==> config.mk <==
export PLATFORM = sky130hd
export DESIGN_NAME = memwb_elastic
export DESIGN_NICKNAME = d
export VERILOG_FILES = /design/src/rtl/memwb_elastic.sv
export SDC_FILE = /design/constraint.sdc
export NUM_CORES = 1
export LEC_CHECK = 0
export BUFFER_PORTS_ARGS = -buffer_cell sky130_fd_sc_hd__buf_4
export CORE_MARGIN = 5
export CORE_UTILIZATION = 38
export DETAILED_ROUTE_END_ITERATION = 6
export GPL_TIMING_DRIVEN = 0
export PLACE_DENSITY = 0.56
export SLEW_MARGIN = 0
export SYNTH_ARGS = -nofsm -noshare
export SYNTH_HDL_FRONTEND = slang
export SYNTH_SLANG_ARGS = --single-unit
==> constraint.sdc <==
create_clock -name clk -period 3.6 [get_ports clk]
set_input_delay 0.18 -clock clk [delete_from_list [all_inputs] [get_ports clk]]
set_output_delay 0.18 -clock clk [all_outputs]
set_load 0.005 [all_outputs]
==> src/rtl/memwb_elastic.sv <==
// MEM/WB elastic pipeline register with optional two-entry skid buffer.
// Bubbles always present a zeroed control field to writeback.
module memwb_elastic #(
  parameter int CTRL_W = 5,
  parameter int DATA_W = 197,
  parameter int SKID   = 1
) (
  input  logic              clk,
  input  logic              rst,
  input  logic              iValid,
  output logic              oReady,
  input  logic [CTRL_W-1:0] iCtrl,
  input  logic [DATA_W-1:0] iData,
  input  logic              iFlush,
  output logic              oValid,
  input  logic              iReady,
  output logic [CTRL_W-1:0] oCtrl,
  output logic [DATA_W-1:0] oData,
  output logic [1:0]        oCount
);

  logic              mv;
  logic              sv;
  logic [CTRL_W-1:0] mCtrl;
  logic [CTRL_W-1:0] sCtrl;
  logic [DATA_W-1:0] mData;
  logic [DATA_W-1:0] sData;
  logic              accept;
  logic              pop;

  assign oReady = (SKID != 0) ? !sv : (!mv || iReady);
  assign pop    = mv && iReady;
  assign accept = iValid && oReady;

  assign oValid = mv;
  assign oCtrl  = mCtrl;
  assign oData  = mData;
  assign oCount = {1'b0, mv} + {1'b0, sv};

  // Stored ctrl is cleared whenever its entry goes invalid,
  // so oCtrl needs no output gating.
  always_ff @(posedge clk) begin
    if (rst) begin
      mv    <= 1'b0;
      sv    <= 1'b0;
      mCtrl <= '0;
      sCtrl <= '0;
      mData <= '0;
      sData <= '0;
    end else if (iFlush) begin
      mv    <= 1'b0;
      sv    <= 1'b0;
      mCtrl <= '0;
      sCtrl <= '0;
    end else if (pop && sv) begin
      mCtrl <= sCtrl;
      mData <= sData;
      sv    <= 1'b0;
      sCtrl <= '0;
    end else if (pop && accept) begin
      mCtrl <= iCtrl;
      mData <= iData;
      mv    <= 1'b1;
    end else if (pop) begin
      mv    <= 1'b0;
      mCtrl <= '0;
    end else if (accept && !mv) begin
      mCtrl <= iCtrl;
      mData <= iData;
      mv    <= 1'b1;
    end else if (accept && (SKID != 0)) begin
      sCtrl <= iCtrl;
      sData <= iData;
      sv    <= 1'b1;
    end
  end

endmodule

==> out/qor.csv <==
metric,value,unit
most used routing layer,met2,
final hold vios,0,
M3 GR Usage,4.881,%
Setup Total Neg Slack,0,ns
CTS sink count,406,
r2r startpoint,oValid,
Num CTS Buffers,46,
Tot GR Track Use,26.10,%
CTS HTree Levels,2,
drc violations,0,
routing usage on met1,34.38,%
Clock Latency Late Sink,0.57,ns
Worst-Margin Slew,1.066,ns
hold buffers post-CTS,203,
Synth Area per Inst,8.469,µm²
via count,19393,
Clock Path Buffers,3,
pwr dens,440.4,nW/µm²
Worst Hold Slack,0.06828,ns
number of global-route vias before repair,18837,
DP Area,21640,µm²
die width,226.5,µm
FF-to-FF setup slack,0.79,ns
Hold Startpoint,iReady,
row count,79,
remaining antenna violation count,0,
"Remaining Overflow, GRT",0,
initial antenna violation count,4,
status,"finished, final reports clean",
"most common cell after layout, fill and taps aside",buf_4,
# fillers,4372,
First-pass DRT Iterations,6,
P&R area growth vs syn,41.48,%
Finished Cell Area,25200,µm²
cell count after synthesis,2103,
Pleak,9.326,nW
Critical Path Source Type,flop,
die area,51300,µm²
fin cells,3410,
DR WL/cell,20.87,µm
"Slew Viols, Final",0,
area of the core,46460,µm²
Hold EP,oValid,
share of layout cells above drive strength 1,23.65,%
critical path class,reg -> reg,
highest-count cells in the layout ignoring fill and taps,"buf_4 (410), nand2_1 (406), dfxtp_1 (406)",
Yosys reg bits,406,
Min-Delay Path Depth,4,
Slew Limit Headroom,28.94,%
reg-to-reg endpoint,oData[108],
CTS tree,yes,
worst-path fanout max,10,
worst path required time,4.08,ns
sequential share of the synthesized area,45.63,%
GP Congestion,0.8518,
DR vias/cell,5.687,
min cycle time layout,2.813,ns
Arrival @ worst endpoint,3.29,ns
post_cts resized,0,
achievable clock frequency,0.3555,GHz
WL final,71150,µm
Starting Density,38.34,%
Worst Hold Class,in -> reg,
# nets final,2971,
1st-iter DRT viols,1501,
I/O pin count,413,
"Distinct cells, synth",29,
largest net degree at the start of global routing,13,
RSZ-0062 raised after global routing,no,
period utilization,78.15,%
Worst setup EP type,flop,
Yosys warning count,0,
Inst Count DP,3119,
GR Util met2,43.20,%
post-CTS setup buffers,0,
max_cap viols,0,
VDD IR-drop max,0.3357,mV
DP HPWL,50130,µm
Die Height,226.5,µm
setup violators final,0,
IO Port Bufs,409,
"CTS clk-pin slew, worst paths",0.06,ns
"Net Count, Synth",2311,
"Cell Area, Synth",17810,µm²
R2R depth,6,
first-pass GRT wire length,106900,µm
Post-Route Skew,0.009988,ns
CTS Root Cell,clkbuf_16,
==> stage by stage <==
| stage | total power [mW] | setup slack, ns | util (%) |
|---|---|---|---|
| finish | 11.10 | 0.7867 | 54.24 |
| global route | 11.49 | 0.6037 | 54.23 |
| CTS | 11.17 | 0.7314 | 54.22 |
| detailed placement | 6.258 | 0.7352 | 46.58 |
| global placement | 6.240 | 0.7860 | 46.58 |
| floorplan | 5.520 | 1.903 | - |
==> layout make-up <==
class	count	area (µm²)	share of cell area, %
diodes	4	10.01	0.03972
clock inverters	13	118.9	0.4717
repair buffers	612	5102	20.25
clock buffers	71	1396	5.541
plain buffers	268	1174	4.658
flip-flops and latches	406	8128	32.26
well taps	607	759.5	3.014
multi-input cells	1426	8498	33.73
inverters	3	11.26	0.04469
==> routing by layer <==
| layer | vias to the layer above | part of all wire (%) | routed length (µm) |
|---|---|---|---|
| li1 | 9108 | - | - |
| met1 | 9393 | 42 | 30120 |
| met2 | 749 | 47 | 33720 |
| met3 | 143 | 6.7 | 4733 |
| met4 | 0 | 3.6 | 2582 |
| met5 | - | 0 | 0 |
==> Yosys cell counts, drive strengths merged <==
cell / instances / area, µm²
o21ai: 198 / 991.0
nor3b: 1 / 7.510
nand2b: 1 / 6.260
a21boi: 1 / 7.510
ha: 1 / 12.51
mux2: 1 / 15.01
a311oi: 197 / 2539
or2: 1 / 6.260
a32oi: 5 / 43.79
and3: 2 / 12.51
nor2: 1 / 3.750
o31ai: 5 / 37.54
clkinv: 1 / 3.750
nand4bb: 1 / 11.26
and2: 1 / 6.260
a21oi: 208 / 1041
dfxtp: 406 / 8128
a31oi: 197 / 1232
nor4bb: 1 / 10.01
buf: 62 / 400.4
clkbuf: 206 / 773.2
nand2: 406 / 1524
inv: 2 / 7.500
nand3: 198 / 991.0
==> critical path, stage by stage, from the launching register on <==
cell and delay (ns):
dfxtp_1 0.32, buf_2 0.18, nand3_1 0.58, clkbuf_1 0.74, clkbuf_1 0.47, nand2_1 0.15
a311oi_2 0.27
==> registers in the layout, indices dropped and copies added, names as in the netlist <==
name	count
sData	197
sCtrl	5
oCtrl	5
oValid	1
oData	197
sv	1
==> worst max path at each step <==
stage	from	endpoint	slack, ns	cells after the start
2_1_floorplan	sv	oData[100]	1.90	8
3_3_place_gp	oValid	oData[104]	0.79	6
3_5_place_dp	oValid	oData[100]	0.74	6
4_1_cts	oValid	oData[100]	0.73	6
5_1_grt	oValid	oData[119]	0.60	6
6_report	oValid	oData[108]	0.79	6
==> cells by family after synthesis <==
logic type               share of synthesized area, %
AO/OA/AOI/OAI                                   33.08
adder cells (fa/ha/maj)                       0.07024
buffers and inverters                           6.653
flip-flops                                      45.63
multiplexers                                  0.08427
AND/OR/NAND/NOR                                 14.48
==> where the power goes <==
| part | switching (mW) | internal, mW | leakage [nW] |
|---|---|---|---|
| Combinational | 0.818 | 0.758 | 5.26 |
| Sequential | 0.115 | 4.67 | 3.31 |
| Clock | 1.93 | 2.81 | 0.758 |
| Total | 2.86 | 8.23 | 9.33 |
Power figures use the tool's default switching activity.
